$ cat config.mk
export PLATFORM = sky130hd
export DESIGN_NAME = seg7_scan_display
export DESIGN_NICKNAME = d
export VERILOG_FILES = /design/src/rtl/seg7_pkg.sv /design/src/rtl/hex_to_seg7.sv /design/src/rtl/seg7_scan_display.sv
export SDC_FILE = /design/constraint.sdc
export NUM_CORES = 1
export LEC_CHECK = 0
export BUFFER_PORTS_ARGS = -buffer_cell sky130_fd_sc_hd__buf_2
export CORE_ASPECT_RATIO = 0.6
export CORE_MARGIN = 3
export CORE_UTILIZATION = 27
export DETAILED_ROUTE_END_ITERATION = 16
export GPL_TIMING_DRIVEN = 0
export SKIP_LAST_GASP = 1
export SYNTH_ARGS = -nofsm -noshare
export SYNTH_HDL_FRONTEND = slang
export SYNTH_HIERARCHICAL = 1
export SYNTH_SLANG_ARGS = --single-unit
$ cat constraint.sdc
create_clock -name clk -period 4.48 [get_ports clk]
set_input_delay 0.224 -clock clk [delete_from_list [all_inputs] [get_ports clk]]
set_output_delay 0.224 -clock clk [all_outputs]
set_load 0.05 [all_outputs]
$ cat src/rtl/seg7_pkg.sv
// seg7_pkg
//   Shared constants and helpers for the 8-digit multiplexed 7-segment display:
//   digit count, the blank segment pattern, the 16 hex glyphs, and the helper
//   that finds which digits survive leading-zero blanking.
//   Segment bit order is {g,f,e,d,c,b,a}, active-high. The decimal point is
//   added separately as bit 7 by the display top.

package seg7_pkg;

    localparam int NUM_DIGITS = 8;
    localparam int IDX_W      = 3;
    localparam int VALUE_W    = 32;

    localparam logic [6:0] SEG_BLANK = 7'h00;

    // Standard common-cathode hex glyphs, {g,f,e,d,c,b,a}
    localparam logic [6:0] SEG_HEX_0 = 7'h3F;
    localparam logic [6:0] SEG_HEX_1 = 7'h06;
    localparam logic [6:0] SEG_HEX_2 = 7'h5B;
    localparam logic [6:0] SEG_HEX_3 = 7'h4F;
    localparam logic [6:0] SEG_HEX_4 = 7'h66;
    localparam logic [6:0] SEG_HEX_5 = 7'h6D;
    localparam logic [6:0] SEG_HEX_6 = 7'h7D;
    localparam logic [6:0] SEG_HEX_7 = 7'h07;
    localparam logic [6:0] SEG_HEX_8 = 7'h7F;
    localparam logic [6:0] SEG_HEX_9 = 7'h6F;
    localparam logic [6:0] SEG_HEX_A = 7'h77;
    localparam logic [6:0] SEG_HEX_B = 7'h7C;
    localparam logic [6:0] SEG_HEX_C = 7'h39;
    localparam logic [6:0] SEG_HEX_D = 7'h5E;
    localparam logic [6:0] SEG_HEX_E = 7'h79;
    localparam logic [6:0] SEG_HEX_F = 7'h71;

    typedef logic [3:0]            nibble_t;
    typedef logic [IDX_W-1:0]      digit_idx_t;
    typedef logic [NUM_DIGITS-1:0] digit_mask_t;

    // Bit k of the result is 1 when digit k must stay lit under leading-zero
    // blanking: some nibble at position k or above is non-zero. Digit 0 is
    // always kept so that a zero value still shows a single "0".
    function automatic digit_mask_t lz_keep_mask(input logic [VALUE_W-1:0] value);
        digit_mask_t keep;
        logic        seen_nz;
        keep    = {NUM_DIGITS{1'b0}};
        seen_nz = 1'b0;
        for (int k = NUM_DIGITS - 1; k >= 0; k--) begin
            seen_nz = seen_nz | (|value[4*k +: 4]);
            keep[k] = seen_nz;
        end
        keep[0] = 1'b1;
        return keep;
    endfunction

endpackage

$ cat src/rtl/hex_to_seg7.sv
// hex_to_seg7
//   Combinational 4-bit hex to 7-segment glyph decoder.
//   Ports:
//     nibble_i  in   4  hex digit 0..F
//     seg_o     out  7  segment pattern {g,f,e,d,c,b,a}, active-high

module hex_to_seg7
    import seg7_pkg::*;
(
    input  logic [3:0] nibble_i,
    output logic [6:0] seg_o
);

    // Glyph lookup
    always_comb begin
        seg_o = SEG_BLANK;
        case (nibble_i)
            4'h0:    seg_o = SEG_HEX_0;
            4'h1:    seg_o = SEG_HEX_1;
            4'h2:    seg_o = SEG_HEX_2;
            4'h3:    seg_o = SEG_HEX_3;
            4'h4:    seg_o = SEG_HEX_4;
            4'h5:    seg_o = SEG_HEX_5;
            4'h6:    seg_o = SEG_HEX_6;
            4'h7:    seg_o = SEG_HEX_7;
            4'h8:    seg_o = SEG_HEX_8;
            4'h9:    seg_o = SEG_HEX_9;
            4'hA:    seg_o = SEG_HEX_A;
            4'hB:    seg_o = SEG_HEX_B;
            4'hC:    seg_o = SEG_HEX_C;
            4'hD:    seg_o = SEG_HEX_D;
            4'hE:    seg_o = SEG_HEX_E;
            4'hF:    seg_o = SEG_HEX_F;
            default: seg_o = SEG_BLANK;
        endcase
    end

endmodule

$ cat src/rtl/seg7_scan_display.sv
// seg7_scan_display
//   Time-multiplexes a 32-bit value as 8 hex digits on a shared 7-segment bus.
//   Each digit is held for CLK_DIV clocks. A loaded value waits in a pending
//   buffer and is committed to the displayed (shadow) value only at the
//   digit 7 -> digit 0 wrap, so a frame never mixes old and new digits.
//   Parameters:
//     CLK_DIV  clocks each digit is held (2 .. 2^20)
//     CNT_W    prescaler width, 2^CNT_W >= CLK_DIV
//   Ports:
//     clk         in   1   system clock
//     rst         in   1   synchronous reset, active-high
//     data_in     in   32  value to display
//     load        in   1   one-cycle strobe capturing data_in
//     blank_lz    in   1   blank leading zero digits (sampled on each digit tick)
//     dp_mask     in   8   dp_mask[k] lights the decimal point of digit k
//     seg         out  8   {dp,g,f,e,d,c,b,a}, active-high, registered
//     which       out  3   selected digit, registered
//     frame_done  out  1   one-cycle pulse on the digit 7 -> 0 wrap

module seg7_scan_display
    import seg7_pkg::*;
#(
    parameter int CLK_DIV = 100_000,
    parameter int CNT_W   = 20
)(
    input  logic                clk,
    input  logic                rst,
    input  logic [VALUE_W-1:0]  data_in,
    input  logic                load,
    input  logic                blank_lz,
    input  logic [NUM_DIGITS-1:0] dp_mask,
    output logic [7:0]          seg,
    output logic [IDX_W-1:0]    which,
    output logic                frame_done
);

    localparam logic [CNT_W-1:0] CNT_MAX  = CNT_W'(CLK_DIV - 1);
    localparam digit_idx_t       IDX_LAST = 3'd7;

    logic [CNT_W-1:0]   cnt_q,      cnt_d;
    digit_idx_t         idx_q,      idx_d;
    logic [VALUE_W-1:0] shadow_q,   shadow_d;
    logic [VALUE_W-1:0] pending_q,  pending_d;
    logic               pend_vld_q, pend_vld_d;
    logic [7:0]         seg_q,      seg_d;
    logic               fdone_q,    fdone_d;

    logic        tick_s;
    logic        wrap_s;
    nibble_t     nibble_s;
    logic [6:0]  glyph_s;
    digit_mask_t keep_s;
    logic        blank_s;

    // Digit tick and frame wrap conditions
    always_comb begin
        tick_s = (cnt_q == CNT_MAX);
        wrap_s = tick_s && (idx_q == IDX_LAST);
    end

    // Prescaler and digit index next state
    always_comb begin
        cnt_d = cnt_q + CNT_W'(1);
        idx_d = idx_q;
        if (tick_s) begin
            cnt_d = {CNT_W{1'b0}};
            idx_d = idx_q + 3'd1;
        end else begin
            cnt_d = cnt_q + CNT_W'(1);
            idx_d = idx_q;
        end
    end

    // Pending/shadow buffering. On the wrap a simultaneous load bypasses the
    // pending buffer and goes straight to the shadow, so it is never left
    // stranded for a whole extra frame.
    always_comb begin
        shadow_d   = shadow_q;
        pending_d  = pending_q;
        pend_vld_d = pend_vld_q;
        if (wrap_s) begin
            if (load) begin
                shadow_d = data_in;
            end else if (pend_vld_q) begin
                shadow_d = pending_q;
            end else begin
                shadow_d = shadow_q;
            end
            pend_vld_d = 1'b0;
        end else if (load) begin
            pending_d  = data_in;
            pend_vld_d = 1'b1;
        end else begin
            pending_d  = pending_q;
            pend_vld_d = pend_vld_q;
        end
    end

    // The next digit is decoded from next-state index and shadow so that
    // digit 0 of a new frame already shows the value committed on that edge.
    always_comb begin
        nibble_s = shadow_d[{idx_d, 2'b00} +: 4];
        keep_s   = lz_keep_mask(shadow_d);
        blank_s  = blank_lz & ~keep_s[idx_d];
    end

    hex_to_seg7 u_dec (
        .nibble_i (nibble_s),
        .seg_o    (glyph_s)
    );

    // Segment output next state; the decimal point survives blanking
    always_comb begin
        seg_d   = seg_q;
        fdone_d = wrap_s;
        if (tick_s) begin
            if (blank_s) begin
                seg_d = {dp_mask[idx_d], SEG_BLANK};
            end else begin
                seg_d = {dp_mask[idx_d], glyph_s};
            end
        end else begin
            seg_d = seg_q;
        end
    end

    // State registers with synchronous reset
    always_ff @(posedge clk) begin
        if (rst) begin
            cnt_q      <= {CNT_W{1'b0}};
            idx_q      <= 3'd0;
            shadow_q   <= 32'h0000_0000;
            pending_q  <= 32'h0000_0000;
            pend_vld_q <= 1'b0;
            seg_q      <= 8'h00;
            fdone_q    <= 1'b0;
        end else begin
            cnt_q      <= cnt_d;
            idx_q      <= idx_d;
            shadow_q   <= shadow_d;
            pending_q  <= pending_d;
            pend_vld_q <= pend_vld_d;
            seg_q      <= seg_d;
            fdone_q    <= fdone_d;
        end
    end

    assign seg        = seg_q;
    assign which      = idx_q;
    assign frame_done = fdone_q;

endmodule
==> key figures <==
CTS
  – Hold buffer count at cts: 0
  – CTS tree: done
  – H-tree depth: 3
  – Later-pin clock latency in the skew report: around 0.35 ns
  – Inserted Clock Buffers: 9
  – Worst-case clock buffer depth: 2
  – TritonCTS Sinks: 97
  – Clock root buffer master: clkbuf_16
  – Clock transition at path regs: 0.08 ns

Drt
  – Drt total wl: around 18 mm
  – Via Count: approximately 5400
  – Pre-antenna DRT Iters: 5
  – Initial detailed-routing violation count: a little under 600
  – Wire per inst: 18.2 µm
  – Via-per-instance ratio: 5.41
  – Antenna Nets Post-Route: 0
  – DRC Markers: 0

Timing
  – Final setup fails: 0
  – Hold slack: 0.118 ns
  – Final WS setup: approximately 0.16 ns
  – Slew Limit Fails: 0
  – Sum Neg Setup Slack: 0 ns
  – Max Clk Rate: 0.231 GHz
  – Period Utilization, post-route: between 90% and 100%
  – Worst-Margin Slew: ~1.2 ns
  – Relative slew slack: between 20% and 30%
  – Final hold violation count: 0
  – Post-route minimum period: approximately 4.3 ns
  – RSZ-0062 raised after global routing: false
  – Clk_skew: roughly 0.013 ns

Placed design
  – IO buf count: 55
  – Placed inst area: 5900 µm²
  – Dpl hpwl: around 14 mm
  – Gpl congestion: 0.957
  – Placed cell count: between 900 and 1000
  – Pre-CTS WS: -0.435 ns

Synthesis
  – Yosys top cell area share: between 30% and 40%
  – Xor/xnor share of the synthesized area: roughly 3.3%
  – Mean post-synth cell area: between 7 and 8 µm²
  – Ys async rst share: 0%
  – Warnings from Yosys: 6
  – Largest cells by area after synthesis: dfxtp_1 (37%), nand2_1 (6.7%), nor2_1 (6.0%)
  – Count leader, synth: dfxtp_1
  – FF+latch count, synth: 97
  – Largest family of logic cells by synthesized area: simple AND/OR/NAND/NOR gates
  – Synthesized area: ~5300 µm²
  – EDFF count, synth: 0
  – Post-Syn Nets: ~720
  – Yosys cell types: 59
  – Post-synthesis mux area share: 4.25%
  – Synth top cells by count: dfxtp_1 (97), nand2_1 (94), nor2_1 (84)
  – Simple-gate share of the synthesized area: around a quarter
  – Post-synthesis adder-cell area fraction: 2.36%
  – Post-synth top area cell: dfxtp_1
  – Synth Instances: 670
  – Commonest register cell after synthesis: dfxtp_1
  – Compound-Gate Fraction of Synth Area: between 20% and 30%
  – Sequential area share after synthesis: a little over a third

Global route
  – All-Layer GR Usage: ~17%
  – Vias in the first global route: about 4800
  – Antenna violations before repair: 2
  – Largest net degree at the start of global routing: 19
  – Total gr overflow: 0
  – First-pass GRT wire length: 28.4 mm

Layout
  – Design Area, Final: slightly above 6000 µm²
  – Layout cells sized above 1: between 10% and 20%
  – Post-Layout Cell Count: 1002
  – Final Core Density: 33.4%
  – Area Overhead vs Synth: 17.4%
  – Final nets: 790

Power and ir drop
  – Switching share of total power: between 20% and 30%
  – NetSw: 0.491 mW
  – Power Total: 1.81 mW
  – Gate power share: under 10%
  – Seq pwr share: just under 50%
  – Internal power: ~1.3 mW
  – Leak: approximately 2.3 nW
  – Pwr/cell area: 291 nW/µm²
  – VDD IR max: roughly 0.17 mV
  – Clock share of power: between 40 and 50%

Critical path
  – CP Capture Type: flop
  – Worst reg2reg startpoint: cnt_q[0]
  – R2R cell count: 13
  – CP startpoint: cnt_q[0]
  – CP required: ~4.7 ns
  – Worst Setup Start Kind: flop
  – Max FO, Critical Path: 10
  – CP arrival: 4.55 ns
  – CP Class: flop to flop

Run status
  – Status: finished clean

Die
  – Die area: about 21000 µm²
  – Core area: approximately 19000 µm²
  – FP Rows: 38
  – Chip Width: 187 µm
  – Top Ports: 56
  – Initial Utilization: 28.4%
  – Die Y: roughly 110 µm

Flow run
  – Max-cap violations: 0

Min path
  – Hold depth: 3
  – Hold Startpoint: data_in[21]
  – Min-delay worst type: input port to flop
==> final cells by class <==
| type | count | area, µm² |
|---|---|---|
| Tap cell | 260 | 325 |
| Antenna cell | 1 | 2.50 |
| Timing Repair Buffer | 56 | 283 |
| Buffer | 44 | 190 |
| Sequential cell | 97 | 1940 |
| Clock inverter | 7 | 63.8 |
| Multi-Input combinational cell | 515 | 3140 |
| Inverter | 13 | 48.8 |
| Fill cell | 2001 | 12400 |
| Clock buffer | 9 | 225 |
==> layout by cell type (no fill, tap or decap), types with 15 or more instances in the layout <==
cell type  Yosys  final
a21oi_1       55     55
buf_2          8     62
clkbuf_1      35     30
dfxtp_1       97     97
nand2_1       94     94
nor2_1        84     83
nor3_1        27     26
o211ai_1      20     20
o21ai_0       32     30
xor2_1        15     15
==> critical path, stage by stage (launching register included) <==
cell and delay (ns):
dfxtp_1 0.34, ha_1 0.27, nand4_4 0.25, nor2_4 0.12
xnor2_1 0.93, clkbuf_1 0.49, o211ai_1 0.19, o211ai_1 0.20
o21ai_2 0.15, inv_1 0.16, ha_1 0.26, mux4_1 0.54
a32oi_1 0.18, o21ai_1 0.09
==> flip-flops by register name, indices dropped and copies added (netlist names) <==
signal,cells
cnt_q,20
frame_done,1
pend_vld_q,1
pending_q,32
seg,8
shadow_q,32
which,3
==> kinds of logic (layout without fill, tap and decap cells) <==
family                     after synthesis  after routing
adders and majority gates               10             10
xor gates and xnor gates                20             20
muxes                                   19             19
and+or+nand+nor                        285            285
other                                    0              1
DFF                                     97             97
AOI/OAI and AO/OA                      181            181
buffers and inverters                   58            129
==> metal layers <==
| metal | routed length (µm) | GRT usage (%) | vias up | share of wire (%) |
|---|---|---|---|---|
| met5 | 13 | 0 | - | 0.071 |
| met4 | 159 | 2.92 | 2 | 0.87 |
| met3 | 2260 | 5.05 | 16 | 12 |
| met2 | 6490 | 21.2 | 290 | 36 |
| met1 | 9330 | 27.6 | 2559 | 51 |
| li1 | - | - | 2552 | - |
==> power groups by stage <==
stage	registers, mW	logic [mW]	clock network [mW]
floorplan	0.910	0.0812	0
global placement	0.914	0.141	0
detailed placement	0.915	0.142	0
CTS	0.894	0.143	0.783
global route	0.897	0.162	0.809
finish	0.895	0.146	0.768
==> final timing paths <==
| kind | to | slack [ns] |
|---|---|---|
| min reg2reg | pending_q[5] | 0.46 |
| max | seg[3] | 0.16 |
| max reg2reg | seg[3] | 0.16 |
| min | pending_q[21] | 0.12 |
==> repair_timing <==
action / in CTS / in global routing
gates resized for setup: 7 / 7
pin swaps: 0 / 1
hold endpoints to repair: 0 / 0
buffers inserted: 0 / 1
setup endpoints to repair: 7 / 7
cloned: 0 / 0
Note: power is estimated with default switching activity, not from simulation.
